===== src/rtl/memory_arbiter_if.sv =====
// Bus bundle between the fetch/load-store requesters,
// the arbiter and the single-port downstream memory.
interface memory_arbiter_if #(
    parameter int XLEN = 32
);
    logic                i_valid;
    logic [XLEN-1:0]     i_addr;
    logic                i_flush;
    logic                i_ready;
    logic [XLEN-1:0]     i_rdata;
    logic                d_valid;
    logic [XLEN-1:0]     d_addr;
    logic [XLEN-1:0]     d_wdata;
    logic [XLEN/8-1:0]   d_wstrb;
    logic                d_ready;
    logic [XLEN-1:0]     d_rdata;
    logic                mem_valid;
    logic                mem_instr;
    logic [XLEN-1:0]     mem_addr;
    logic [XLEN-1:0]     mem_wdata;
    logic [XLEN/8-1:0]   mem_wstrb;
    logic                mem_ready;
    logic [XLEN-1:0]     mem_rdata;

    modport slave (
        input  i_valid, i_addr, i_flush,
        input  d_valid, d_addr, d_wdata, d_wstrb,
        input  mem_ready, mem_rdata,
        output i_ready, i_rdata, d_ready, d_rdata,
        output mem_valid, mem_instr, mem_addr,
        output mem_wdata, mem_wstrb
    );

    modport master (
        output i_valid, i_addr, i_flush,
        output d_valid, d_addr, d_wdata, d_wstrb,
        output mem_ready, mem_rdata,
        input  i_ready, i_rdata, d_ready, d_rdata,
        input  mem_valid, mem_instr, mem_addr,
        input  mem_wdata, mem_wstrb
    );
endinterface


===== src/rtl/memory_arbiter.sv =====
// Shares one single-port memory between instruction fetch
// and load/store, one outstanding transaction at a time.
module memory_arbiter #(
    parameter int XLEN = 32,
    parameter bit RR   = 1'b0
) (
    input logic             clk,
    input logic             rst,
    memory_arbiter_if.slave bus
);
    localparam int SW = XLEN / 8;

    typedef enum logic [1:0] {
        IDLE,
        BUSY_I,
        BUSY_D
    } state_e;

    state_e          state_q, state_d;
    logic            ipend_q, ipend_d;
    logic            dpend_q, dpend_d;
    logic            drop_q, drop_d;
    logic            last_q, last_d;
    logic [XLEN-1:0] iaddr_q, iaddr_d;
    logic [XLEN-1:0] daddr_q, daddr_d;
    logic [XLEN-1:0] dwdata_q, dwdata_d;
    logic [SW-1:0]   dwstrb_q, dwstrb_d;
    logic            mem_instr_q, mem_instr_d;
    logic [XLEN-1:0] mem_addr_q, mem_addr_d;
    logic [XLEN-1:0] mem_wdata_q, mem_wdata_d;
    logic [SW-1:0]   mem_wstrb_q, mem_wstrb_d;

    logic            fetch_ok;
    logic            pick_d;
    logic            issue;

    always_comb begin
        // a flush this cycle kills the pending fetch before issue
        fetch_ok = ipend_q & ~bus.i_flush;
        if (dpend_q && fetch_ok) begin
            pick_d = RR ? ~last_q : 1'b1;
        end else begin
            pick_d = dpend_q;
        end
        issue = (state_q == IDLE) & (dpend_q | fetch_ok);

        state_d     = state_q;
        ipend_d     = ipend_q;
        dpend_d     = dpend_q;
        drop_d      = drop_q;
        last_d      = last_q;
        iaddr_d     = iaddr_q;
        daddr_d     = daddr_q;
        dwdata_d    = dwdata_q;
        dwstrb_d    = dwstrb_q;
        mem_instr_d = mem_instr_q;
        mem_addr_d  = mem_addr_q;
        mem_wdata_d = mem_wdata_q;
        mem_wstrb_d = mem_wstrb_q;

        unique case (state_q)
            IDLE: begin
                if (issue) begin
                    state_d     = pick_d ? BUSY_D : BUSY_I;
                    last_d      = pick_d;
                    mem_instr_d = ~pick_d;
                    mem_addr_d  = pick_d ? daddr_q : iaddr_q;
                    mem_wdata_d = pick_d ? dwdata_q : '0;
                    mem_wstrb_d = pick_d ? dwstrb_q : '0;
                    if (pick_d) dpend_d = 1'b0;
                    else        ipend_d = 1'b0;
                end
            end
            BUSY_I: begin
                if (bus.mem_ready) begin
                    state_d = IDLE;
                    drop_d  = 1'b0;
                end else if (bus.i_flush) begin
                    drop_d = 1'b1;
                end
            end
            BUSY_D: begin
                if (bus.mem_ready) state_d = IDLE;
            end
            default: state_d = IDLE;
        endcase

        if (bus.i_flush) ipend_d = 1'b0;
        if (bus.i_valid) begin
            ipend_d = 1'b1;
            iaddr_d = bus.i_addr;
        end
        if (bus.d_valid) begin
            dpend_d  = 1'b1;
            daddr_d  = bus.d_addr;
            dwdata_d = bus.d_wdata;
            dwstrb_d = bus.d_wstrb;
        end
    end

    always_ff @(posedge clk) begin
        if (!rst) begin
            state_q     <= IDLE;
            ipend_q     <= 1'b0;
            dpend_q     <= 1'b0;
            drop_q      <= 1'b0;
            last_q      <= 1'b0;
            iaddr_q     <= '0;
            daddr_q     <= '0;
            dwdata_q    <= '0;
            dwstrb_q    <= '0;
            mem_instr_q <= 1'b0;
            mem_addr_q  <= '0;
            mem_wdata_q <= '0;
            mem_wstrb_q <= '0;
        end else begin
            state_q     <= state_d;
            ipend_q     <= ipend_d;
            dpend_q     <= dpend_d;
            drop_q      <= drop_d;
            last_q      <= last_d;
            iaddr_q     <= iaddr_d;
            daddr_q     <= daddr_d;
            dwdata_q    <= dwdata_d;
            dwstrb_q    <= dwstrb_d;
            mem_instr_q <= mem_instr_d;
            mem_addr_q  <= mem_addr_d;
            mem_wdata_q <= mem_wdata_d;
            mem_wstrb_q <= mem_wstrb_d;
        end
    end

    assign bus.mem_valid = rst & issue;
    assign bus.mem_instr = issue ? mem_instr_d : mem_instr_q;
    assign bus.mem_addr  = issue ? mem_addr_d  : mem_addr_q;
    assign bus.mem_wdata = issue ? mem_wdata_d : mem_wdata_q;
    assign bus.mem_wstrb = issue ? mem_wstrb_d : mem_wstrb_q;

    assign bus.d_ready = rst & bus.mem_ready
                       & (state_q == BUSY_D);
    assign bus.i_ready = rst & bus.mem_ready
                       & (state_q == BUSY_I) & ~drop_q;
    assign bus.i_rdata = bus.mem_rdata;
    assign bus.d_rdata = bus.mem_rdata;
endmodule


===== src/flat_wrapper.sv =====
// flat-port wrapper written by rule: the top's interface ports become plain ports
module memory_arbiter_flat 
#(
    parameter int XLEN = 32,
    parameter bit RR   = 1'b0
)
  (clk, rst, bus_i_valid, bus_i_addr, bus_i_flush, bus_d_valid, bus_d_addr, bus_d_wdata, bus_d_wstrb, bus_mem_ready, bus_mem_rdata, bus_i_ready, bus_i_rdata, bus_d_ready, bus_d_rdata, bus_mem_valid, bus_mem_instr, bus_mem_addr, bus_mem_wdata, bus_mem_wstrb);
  memory_arbiter_if #(.XLEN(XLEN)) bus_i ();
  input logic clk;
  input logic rst;
  input wire logic [$bits(bus_i.i_valid)-1:0] bus_i_valid;
  input wire logic [$bits(bus_i.i_addr)-1:0] bus_i_addr;
  input wire logic [$bits(bus_i.i_flush)-1:0] bus_i_flush;
  input wire logic [$bits(bus_i.d_valid)-1:0] bus_d_valid;
  input wire logic [$bits(bus_i.d_addr)-1:0] bus_d_addr;
  input wire logic [$bits(bus_i.d_wdata)-1:0] bus_d_wdata;
  input wire logic [$bits(bus_i.d_wstrb)-1:0] bus_d_wstrb;
  input wire logic [$bits(bus_i.mem_ready)-1:0] bus_mem_ready;
  input wire logic [$bits(bus_i.mem_rdata)-1:0] bus_mem_rdata;
  output wire logic [$bits(bus_i.i_ready)-1:0] bus_i_ready;
  output wire logic [$bits(bus_i.i_rdata)-1:0] bus_i_rdata;
  output wire logic [$bits(bus_i.d_ready)-1:0] bus_d_ready;
  output wire logic [$bits(bus_i.d_rdata)-1:0] bus_d_rdata;
  output wire logic [$bits(bus_i.mem_valid)-1:0] bus_mem_valid;
  output wire logic [$bits(bus_i.mem_instr)-1:0] bus_mem_instr;
  output wire logic [$bits(bus_i.mem_addr)-1:0] bus_mem_addr;
  output wire logic [$bits(bus_i.mem_wdata)-1:0] bus_mem_wdata;
  output wire logic [$bits(bus_i.mem_wstrb)-1:0] bus_mem_wstrb;
  assign bus_i.i_valid = bus_i_valid;
  assign bus_i.i_addr = bus_i_addr;
  assign bus_i.i_flush = bus_i_flush;
  assign bus_i.d_valid = bus_d_valid;
  assign bus_i.d_addr = bus_d_addr;
  assign bus_i.d_wdata = bus_d_wdata;
  assign bus_i.d_wstrb = bus_d_wstrb;
  assign bus_i.mem_ready = bus_mem_ready;
  assign bus_i.mem_rdata = bus_mem_rdata;
  assign bus_i_ready = bus_i.i_ready;
  assign bus_i_rdata = bus_i.i_rdata;
  assign bus_d_ready = bus_i.d_ready;
  assign bus_d_rdata = bus_i.d_rdata;
  assign bus_mem_valid = bus_i.mem_valid;
  assign bus_mem_instr = bus_i.mem_instr;
  assign bus_mem_addr = bus_i.mem_addr;
  assign bus_mem_wdata = bus_i.mem_wdata;
  assign bus_mem_wstrb = bus_i.mem_wstrb;
  memory_arbiter #(.XLEN(XLEN), .RR(RR)) u_core (.clk(clk), .rst(rst), .bus(bus_i));
endmodule

===== config.mk =====
export PLATFORM = sky130hd
export DESIGN_NAME = memory_arbiter_flat
export DESIGN_NICKNAME = d
export VERILOG_FILES = /design/src/rtl/memory_arbiter_if.sv /design/src/rtl/memory_arbiter.sv /design/src/flat_wrapper.sv
export SDC_FILE = /design/constraint.sdc
export NUM_CORES = 1
export LEC_CHECK = 0
export CORE_AREA = 5 5 180 182
export DETAILED_ROUTE_END_ITERATION = 12
export DIE_AREA = 0 0 185 187
export PLACE_DENSITY = 0.62
export SYNTH_ARGS = -nofsm -noshare
export SYNTH_HDL_FRONTEND = slang
export SYNTH_SLANG_ARGS = --single-unit

===== constraint.sdc =====
create_clock -name clk -period 1.9 [get_ports clk]
set_clock_uncertainty 0.1 [all_clocks]
set_input_delay 0.38 -clock clk [delete_from_list [all_inputs] [get_ports clk]]
set_output_delay 0.38 -clock clk [all_outputs]
set_load 0.02 [all_outputs]

==> flow_summary.ini <==
[worst_setup_path]
crit_fanout = 6
worst_ep_arrival_time_ps = 1930
crit_type = reg -> out
cp.required_ps = 1420
end_kind = output pin
startpoint_type = flop

[floorplan]
coreArea_um2 = 30400
start_util = 0.259
die_y_um = 187
die_area_um2 = 34600
fp.dieW_um = 185
row_count = 64
num_io_pins = 274

[logic_synthesis]
yosys.area.top_type = dfxtp_1
yosys_warnings = 0
syn_area_per_cell_um2 = 10.3
syn_nets = 903
yosys.area.top_type_share = 0.443
synth_cells = 762
synth-seq-cells = 174
ys_seq_area_frac = 0.443
ys_top_cells_by_area = dfxtp_1 44%, mux2i_1 17%, mux2_2 8.4%, buf_4 6.5%, nor2_1 5.0%
netlist_area_um2 = 7870
ys_types = 27

[drt]
vias_per_cell = 4.46
initialDrtViolationCount = 252
drtAntennaViolNets = 0
post-route-drc-count = 0
dr.pass1.iters = 4
routedWlPerCell_um = 17.2
vias = 5907
routed_wl_mm = 22.9

[layout]
area_delta_synth_final_pct = 39.9
final_layout_size_suffix_gt1_frac = 0.290
final_nets = 1057
layout.cells.non_filler = 1325
layout_commonest_cell = dfxtp_1
nFillCells = 3052
fin_util = 0.362
final_cell_mix = 171 x dfxtp_1, 133 x mux2i_1, 102 x nor2_1

[run]
cap_violations = 0

[grt]
grt.overflow.total = 0
grt_pass1_wl_mm = 34.2
gr-usage-all-layers = 0.125
antenna_found_initial = 1
grt_max_degree = 72
grt_pass1_vias = 6157

[placement]
dp_cells = 1259
place.gp.congestion = 0.732
io_buffer_count = 177
dp_hpwl_mm = 14.1

[cts]
clock_latency_ps = 420
cts.sinks = 174
cts.clk_slew.worst_paths_ps = 70
root_buffer = clkbuf_16
cts_hold_buf = 0
htree_num_levels = 4
clockBufferDepth = 2
cts_tree = done
cts_buffers = 17

[sta]
worstMarginPinSlew_ps = 767
slew_headroom = 0.489
setup_ws_ps = -510
fmax_mhz = 415
fin_crit_sh = 1.27
setup_viol_count_final = 71
hold_viol = 0
finalSetupTns_ps = -31110
drv_slew = 0
period_needed_ps = 2410
rsz0062_at_grt = yes
fin_hold_ws_ps = 361

[power]
ir_drop_v = 0.000571
p_leak_nw = 4.83
power_mw = 9.38
power_density_nw_per_um2 = 851

[status]
violations = negative setup slack
status = complete, but fails checks

[min_path]
hold_path_class = reg -> reg
[path summary, 6_finish.rpt]
check	startpoint	to	slack, ps	cells after the start
setup / recovery	u_core.state_q[1]	bus_mem_wdata[22]	-510	9
hold reg to reg	u_core.mem_addr_q[4]	u_core.mem_addr_q[4]	360	2
setup reg to reg	u_core.state_q[1]	u_core.mem_wdata_q[10]	40	9
hold / removal	u_core.mem_addr_q[4]	u_core.mem_addr_q[4]	360	2
[layer usage]
metal,GRT usage,vias to the layer above,wire length (µm)
met5,0,-,11
met1,0.155,2806,9910
met3,0.0459,35,1760
li1,-,2904,-
met4,0.0333,2,424
met2,0.205,160,10700
[flip-flops by register name, indices dropped and copies added (netlist names)]
signal / flops
u_core.daddr_q: 32
u_core.dwdata_q: 32
u_core.iaddr_q: 32
u_core.mem_addr_q: 32
u_core.mem_wdata_q: 32
u_core.dwstrb_q: 4
u_core.mem_wstrb_q: 4
u_core.state_q: 2
u_core.dpend_q: 1
u_core.drop_q: 1
u_core.ipend_q: 1
u_core.mem_instr_q: 1
[metrics by stage]
stage | setup WS, ps | area, µm²
after global placement | -973 | 9750
final | -510 | 11000
after global routing | -604 | 11000
after detailed placement | -1010 | 9750
after floorplan | 37.5 | 7870
after CTS | -606 | 10800
[cell families after synthesis]
kind of cell,count (synthesis),synth area share
AOI/OAI and AO/OA,81,0.0927
adders and majority gates,3,0.00477
buffers and inverters,130,0.109
DFF,174,0.443
muxes,197,0.262
and+or+nand+nor,177,0.0885
[where the power goes]
group | switching, mW | total, mW | internal (mW)
logic | 0.828 | 1.86 | 1.03
clock network | 1.52 | 3.57 | 2.05
registers | 0.108 | 3.94 | 3.83
total | 2.46 | 9.38 | 6.92
[cells in the mapped netlist]
cell type and count:
nand2b_1 2, nand2_1 64, nor3_1 1, clkbuf_1 16, buf_1 3, dfxtp_1 174
buf_6 11, a21oi_1 6, mux2_1 2, a32o_1 36, and2_1 1, inv_2 1
and4b_1 1, inv_1 3, a22o_1 36, ha_1 3, nor2b_4 1, buf_4 68
mux2_4 3, nor2_1 104, and3_1 2, buf_2 28, mux2i_1 133, a211oi_1 2
o21ai_2 1, mux2_2 59, or3_1 1
[cell type report]
type                    instances  area [µm²]  share of cell area
multi-input cells             458        3650               0.332
flip-flops and latches        174        3490               0.317
repair buffers                261        2760               0.251
well taps                     396         495              0.0450
clock buffers                  20         467              0.0424
clock inverters                11         130              0.0118
inverters                       4        16.3             0.00148
diodes                          1        2.50            0.000227
[critical path, cell delays in order, from the launching register on]
cell     delay (ps)
dfxtp_2         330
inv_2            70
ha_4            150
o21ai_4          70
buf_12          150
buf_12          140
buf_6           110
buf_6           110
a22o_1          240
buf_6           130
[repair_timing]
item                       CTS  global route
setup buffers               24             5
gates cloned                 6             6
gates resized for setup    388            54
setup endpoints to repair   72           108
pin swaps                   29            12
Note: power is estimated with default switching activity, not from simulation.
